### config.mk
export PLATFORM = sky130hd
export DESIGN_NAME = dac_start_sequencer
export DESIGN_NICKNAME = d
export VERILOG_FILES = /design/src/rtl/dac_start_pkg.sv /design/src/rtl/dac_trigger_edge.sv /design/src/rtl/dac_start_sequencer.sv
export SDC_FILE = /design/constraint.sdc
export NUM_CORES = 1
export LEC_CHECK = 0
export ABC_CLOCK_PERIOD_IN_PS = 1900
export CAP_MARGIN = 15
export CORE_MARGIN = 3
export CORE_UTILIZATION = 35
export DETAILED_ROUTE_END_ITERATION = 12
export PLACE_DENSITY = 0.63
export SYNTH_ARGS = -nofsm -noshare
export SYNTH_HDL_FRONTEND = slang
export SYNTH_HIERARCHICAL = 1
export SYNTH_SLANG_ARGS = --single-unit
export TNS_END_PERCENT = 5
### constraint.sdc
create_clock -name clk -period 1.9 [get_ports clk]
set_clock_uncertainty 0.2 [all_clocks]
set_input_delay 0.19 -clock clk [delete_from_list [all_inputs] [get_ports clk]]
set_output_delay 0.19 -clock clk [all_outputs]
set_load 0.05 [all_outputs]
### src/rtl/dac_start_pkg.sv
`default_nettype none
`timescale 1ns/1ps
// ============================================================================
// Module   : dac_start_pkg
// Brief    : Shared state encoding, parameter defaults and helpers for the
//            DAC start sequencer.
// Revision : 1.0 - initial release
// ============================================================================
package dac_start_pkg;

    localparam int unsigned C_NUM_CH_DEF  = 4;
    localparam int unsigned C_CNT_W_DEF   = 16;
    localparam int unsigned C_PULSE_W_DEF = 1;
    localparam int unsigned C_GAP_W_DEF   = 0;

    typedef enum logic [2:0] {
        ST_IDLE  = 3'd0,
        ST_ARMED = 3'd1,
        ST_DELAY = 3'd2,
        ST_PULSE = 3'd3,
        ST_GAP   = 3'd4
    } seq_state_e;

    function automatic int unsigned ch_idx_w(input int unsigned num_ch);
        return (num_ch > 1) ? $clog2(num_ch) : 1;
    endfunction

    function automatic logic seq_busy(input seq_state_e s);
        return (s == ST_DELAY) || (s == ST_PULSE) || (s == ST_GAP);
    endfunction

endpackage : dac_start_pkg
`default_nettype wire

### src/rtl/dac_trigger_edge.sv
`default_nettype none
`timescale 1ns/1ps
// ============================================================================
// Module   : dac_trigger_edge
// Brief    : Registers the trigger and flags its rising edge for one cycle.
// Revision : 1.0 - initial release
// ============================================================================
module dac_trigger_edge (
    input  logic clk,
    input  logic reset,
    input  logic i_trigger,
    output logic o_det
);

    logic trigger_q;
    logic trigger_d;

    always_comb begin
        trigger_d = i_trigger;
    end

    always_ff @(posedge clk or negedge reset) begin
        if (!reset) begin
            trigger_q <= 1'b0;
        end else begin
            trigger_q <= trigger_d;
        end
    end

    // A held-high trigger produces a single detection.
    assign o_det = i_trigger & ~trigger_q;

endmodule : dac_trigger_edge
`default_nettype wire

### src/rtl/dac_start_sequencer.sv
`default_nettype none
`timescale 1ns/1ps
// ============================================================================
// Module   : dac_start_sequencer
// Brief    : Issues delayed, one-hot start pulses to NUM_CH DACs per trigger.
// Revision : 1.0 - initial release
// ============================================================================
module dac_start_sequencer
    import dac_start_pkg::*;
#(
    parameter int unsigned NUM_CH  = C_NUM_CH_DEF,
    parameter int unsigned CNT_W   = C_CNT_W_DEF,
    parameter int unsigned PULSE_W = C_PULSE_W_DEF,
    parameter int unsigned GAP_W   = C_GAP_W_DEF
) (
    input  logic              clk,
    input  logic              reset,
    input  logic              start,
    input  logic              mode,
    input  logic              trigger,
    input  logic [CNT_W-1:0]  delay,
    output logic [NUM_CH-1:0] dac_start,
    output logic              busy,
    output logic              done,
    output logic              overrun
);

    localparam int unsigned             C_CH_W     = ch_idx_w(NUM_CH);
    localparam logic [CNT_W-1:0]        C_PULSE_LD = CNT_W'(PULSE_W);
    localparam logic [CNT_W-1:0]        C_GAP_LD   = CNT_W'(GAP_W);
    localparam logic [CNT_W-1:0]        C_CNT_ONE  = CNT_W'(1);
    localparam logic [C_CH_W-1:0]       C_LAST_CH  = C_CH_W'(NUM_CH - 1);
    localparam logic [C_CH_W-1:0]       C_CH_ONE   = C_CH_W'(1);

    seq_state_e          state_q;
    seq_state_e          state_d;
    logic [CNT_W-1:0]    cnt_q;
    logic [CNT_W-1:0]    cnt_d;
    logic [C_CH_W-1:0]   ch_q;
    logic [C_CH_W-1:0]   ch_d;
    logic                done_q;
    logic                done_d;
    logic                rearm_block_q;
    logic                rearm_block_d;

    logic                w_det;
    logic                w_cnt_last;
    logic [CNT_W-1:0]    w_cnt_dec;

    dac_trigger_edge u_trigger_edge (
        .clk       (clk),
        .reset     (reset),
        .i_trigger (trigger),
        .o_det     (w_det)
    );

    // Counters saturate at zero so a bad load can never wrap around.
    assign w_cnt_last = (cnt_q <= C_CNT_ONE);
    assign w_cnt_dec  = (cnt_q == '0) ? '0 : (cnt_q - C_CNT_ONE);

    always_comb begin
        state_d       = state_q;
        cnt_d         = cnt_q;
        ch_d          = ch_q;
        done_d        = 1'b0;
        rearm_block_d = rearm_block_q;

        if (!start) begin
            rearm_block_d = 1'b0;
        end

        case (state_q)
            ST_IDLE: begin
                if (start && !rearm_block_q) begin
                    state_d = ST_ARMED;
                end
            end

            ST_ARMED: begin
                // A trigger landing on the done cycle must not restart.
                if (!start) begin
                    state_d = ST_IDLE;
                end else if (w_det && !done_q) begin
                    ch_d = '0;
                    if (delay == '0) begin
                        state_d = ST_PULSE;
                        cnt_d   = C_PULSE_LD;
                    end else begin
                        state_d = ST_DELAY;
                        cnt_d   = delay;
                    end
                end
            end

            ST_DELAY: begin
                if (w_cnt_last) begin
                    state_d = ST_PULSE;
                    cnt_d   = C_PULSE_LD;
                end else begin
                    cnt_d = w_cnt_dec;
                end
            end

            ST_PULSE: begin
                if (!w_cnt_last) begin
                    cnt_d = w_cnt_dec;
                end else if (ch_q == C_LAST_CH) begin
                    done_d = 1'b1;
                    cnt_d  = '0;
                    if (mode && start) begin
                        state_d = ST_ARMED;
                    end else begin
                        state_d       = ST_IDLE;
                        rearm_block_d = start;
                    end
                end else if (GAP_W == 0) begin
                    ch_d  = ch_q + C_CH_ONE;
                    cnt_d = C_PULSE_LD;
                end else begin
                    state_d = ST_GAP;
                    cnt_d   = C_GAP_LD;
                end
            end

            ST_GAP: begin
                if (w_cnt_last) begin
                    state_d = ST_PULSE;
                    ch_d    = ch_q + C_CH_ONE;
                    cnt_d   = C_PULSE_LD;
                end else begin
                    cnt_d = w_cnt_dec;
                end
            end

            default: begin
                state_d = ST_IDLE;
                cnt_d   = '0;
                ch_d    = '0;
            end
        endcase
    end

    always_ff @(posedge clk or negedge reset) begin
        if (!reset) begin
            state_q       <= ST_IDLE;
            cnt_q         <= '0;
            ch_q          <= '0;
            done_q        <= 1'b0;
            rearm_block_q <= 1'b0;
        end else begin
            state_q       <= state_d;
            cnt_q         <= cnt_d;
            ch_q          <= ch_d;
            done_q        <= done_d;
            rearm_block_q <= rearm_block_d;
        end
    end

    // Outputs decode the state directly so reset clears them without a clock.
    generate
        for (genvar i = 0; i < int'(NUM_CH); i++) begin : g_dac_start
            assign dac_start[i] = (state_q == ST_PULSE) && (ch_q == C_CH_W'(i));
        end
    endgenerate

    assign busy    = seq_busy(state_q);
    assign done    = done_q;
    assign overrun = w_det & (busy | done_q);

endmodule : dac_start_sequencer
`default_nettype wire

==> flow_metrics.py <==
metrics = {
    "cts": {
        "clockBufferDepth": 2,
        "cts_root_buf": "clkbuf_8",
        "clkTransAtPathRegs_ns": 0.09,
        "cts.sinks": 23,
        "cts-buffers-inserted": 3,
        "cts_max_level": 1,
        "cts_tree": "yes",
        "clkLatencyLatePin_ns": 0.27,
    },
    "placed_design": {
        "hpwlAfterDp_mm": 3.82,
        "place_inst": 298,
        "io_buffers": 27,
        "gp_congestion": 0.926,
    },
    "layout": {
        "diodes": 0,
        "regArea_um2": 577,
        "nets": 279,
        "final_util_pct": 54.8,
        "drive_above_1_share_pct": 31.9,
        "fill_cells": 408,
        "multi_input_area_um2": 1060,
        "flow.area_growth_from_synthesis_pct": 46.0,
        "fin_cells": 303,
    },
    "die": {
        "rows": 24,
        "die_area_um2": 5700,
        "die-width_um": 75.5,
        "initial_core_util_pct": 37.5,
        "ios": 28,
        "die_h_um": 75.5,
        "coreArea_um2": 4500,
    },
    "sta": {
        "worst_pin_slew_ns": 0.392,
        "hold_viol_final": 0,
        "setup_viol": 2,
        "whs_ns": 0.0812,
        "period_needed_ns": 1.95,
        "period_share_pct": 103,
        "setup_tns_ns": -0.0932,
        "slew_headroom_pct": 73.6,
        "grt_setup_unrepaired": "true",
        "setup_ws_ns": -0.0493,
        "slew_violations": 0,
        "fmax_mhz": 513,
    },
    "logic_synthesis": {
        "yosys.area_share.simple_pct": 30.6,
        "ys_ff_latch": 23,
        "synth-adder-area-share_pct": 4.44,
        "syn-cell-area_um2": 1690,
        "ys_warn_count": 6,
        "yosysSeqAreaShare_pct": 34.0,
        "yosys.cell_types.count": 57,
        "ys.flop_type": "dfrtp_1",
        "synth_edf_count": 0,
        "synth_area_per_cell_um2": 9.09,
        "synth_top_family_by_area": "simple AND/OR/NAND/NOR gates",
        "synthCells": 186,
        "synth_mux_area_share_pct": 0,
        "synth-async-reset-ratio_pct": 100,
        "synth_compound_area_share_pct": 24.3,
        "syn_nets": 213,
        "synth-xor-area-share_pct": 1.04,
    },
    "drt": {
        "drt_iter0_drc": 178,
        "vias_per_cell": 5.80,
        "num_vias": 1758,
        "route.detailed.drc": 0,
        "first_pass_iters": 4,
        "wl_per_cell_um": 16.9,
        "routed_wl_mm": 5.12,
        "antenna_left": 0,
    },
    "critical_path": {
        "reg2reg_from": "cnt_q[0]",
        "crit_path_end_kind": "flop",
        "cp.required_ns": 1.89,
        "critical_path_class": "flop to flop",
        "cp-start-kind": "flop",
        "r2r_cells": 6,
        "cpPeakStageDelay_ns": 0.40,
        "arrival_ns": 1.94,
        "path_max_fanout": 6,
        "r2r_end": "cnt_q[6]",
        "r2r_setup_slack_ns": -0.05,
        "crit_chain": "inv_2, ha_4, or3b_4, nor3_4, o211ai_1, o221ai_1",
        "slowest_stage": "dfrtp_1",
    },
    "global_route": {
        "gr-usage-all-layers_pct": 19.3,
        "grt_max_degree": 24,
        "grt_pass1_vias": 1690,
        "grt_remaining_overflow": 0,
        "grt_pass1_wl_mm": 8.36,
        "antenna_found_initial": 0,
    },
    "power": {
        "finalPower_mw": 2.99,
        "p_leak_nw": 1.03,
        "ir_drop_mv": 0.821,
        "power_density_nw_per_um2": 1210,
    },
    "run_status": {
        "status": "complete, but fails checks",
        "violations": "negative setup slack",
    },
    "worst_hold_path": {
        "hold_class": "input port to async pin",
    },
    "run": {
        "max_cap_viol_count": 0,
    },
}
how the worst max path moves through the flow:
stage	startpoint	to	slack (ns)	cells past startpoint
5_1_grt	cnt_q[0]	cnt_q[14]	-0.11	6
4_1_cts	cnt_q[0]	cnt_q[14]	-0.005	6
3_3_place_gp	trigger	cnt_q[10]	-0.17	7
6_report	cnt_q[0]	cnt_q[6]	-0.05	6
2_1_floorplan	cnt_q[0]	cnt_q[6]	0.02	6
3_5_place_dp	trigger	cnt_q[11]	-0.20	8
timing repair:
action                                  4_1_cts  5_1_grt
gates cloned                                  0        0
buffers inserted                              0        1
hold buffers                                  0        0
resized for setup                             2       12
endpoints found under the setup margin        2       14
pin swaps                                     0        3
layer usage:
layer	GRT usage (%)	share of wire, %	up-vias
li1	-	-	855
met1	28.1	47	826
met2	29.9	44	67
met3	3.43	6.8	10
met4	4.08	2.2	0
met5	0	0	-
cell usage after synthesis, types with 2 or more instances:
| cell | number | area, µm² |
|---|---|---|
| a22oi_1 | 7 | 52.6 |
| nor3_4 | 2 | 32.5 |
| nand3_1 | 9 | 45.0 |
| ha_1 | 6 | 75.1 |
| or4_1 | 2 | 15.0 |
| o21ai_2 | 2 | 17.5 |
| xor2_1 | 2 | 17.5 |
| dfrtp_1 | 23 | 576 |
| nor2_1 | 9 | 33.8 |
| nor4_1 | 7 | 43.8 |
| nand3b_1 | 2 | 15.0 |
| nand4_1 | 8 | 50.1 |
| o21a_1 | 2 | 15.0 |
| nor2b_1 | 2 | 12.5 |
| inv_1 | 9 | 33.8 |
| o311ai_0 | 3 | 26.3 |
| and3_1 | 5 | 31.3 |
| a31oi_1 | 2 | 12.5 |
| o211ai_1 | 12 | 90.1 |
| o21ai_0 | 6 | 30.0 |
| nor3_2 | 3 | 30.0 |
| nand2_1 | 12 | 45.0 |
| clkbuf_1 | 6 | 22.5 |
| nand2b_1 | 2 | 12.5 |
| o2111ai_1 | 3 | 26.3 |
| nor3_1 | 3 | 15.0 |
| o221ai_1 | 2 | 17.5 |
| buf_2 | 3 | 15.0 |
| a21oi_1 | 4 | 20.0 |
cell usage in the layout (no fill, tap or decap), types with 3 or more instances in the layout:
cell type and n:
and3_1 5, a22oi_1 6, dfrtp_1 22, nor2_1 9, o21ai_2 3, ha_1 4
nand4_1 8, buf_12 7, clkdlybuf4s50_1 20, inv_1 7, nor3_2 3, o21ai_0 6
nor3_4 3, nand3_1 9, nor4_1 7, o2111ai_1 3, clkbuf_8 3, o211ai_1 12
buf_4 45, a21oi_1 4, nand2_1 12
critical path, delay by kind of cell, from the launching register on:
kind                     cells  cell delay (ns)
adder cells (fa/ha/maj)      1             0.14
AO/OA/AOI/OAI                2             0.33
buffers and inverters        1             0.08
AND/OR/NAND/NOR              2             0.70
flip-flops                   1             0.40
per-stage QoR:
| step | instance area, µm² | worst slack [ns] |
|---|---|---|
| after floorplan | 1690 | 0.0232 |
| after global placement | 2370 | -0.168 |
| after detailed placement | 2370 | -0.203 |
| after CTS | 2420 | -0.00485 |
| after global routing | 2470 | -0.108 |
| final | 2470 | -0.0493 |
where the power goes:
part           internal, mW  switching, mW
Sequential            0.658          0.267
Combinational         0.861          0.879
Clock                 0.150          0.173
cells by family after synthesis:
kind of cell    count (synthesis)
compound gates                 55
buf+inv                        21
simple gates                   79
flops                          23
fa+ha+maj                       6
xor+xnor                        2
state kept, by name, summed over array words and instances (netlist names):
signal,flops
state_q,2
cnt_q,16
ch_q,2
done,1
rearm_block_q,1
u_trigger_edge/trigger_q,1
final cells by class:
class	count	share of cell area [%]
sequential	23	23.4
clock buffer	4	1.83
multi-input combinational	142	43.2
tap	52	2.64
timing repair buffer	72	27.5
inverter	10	1.52
(Power assumes the default switching activity.)
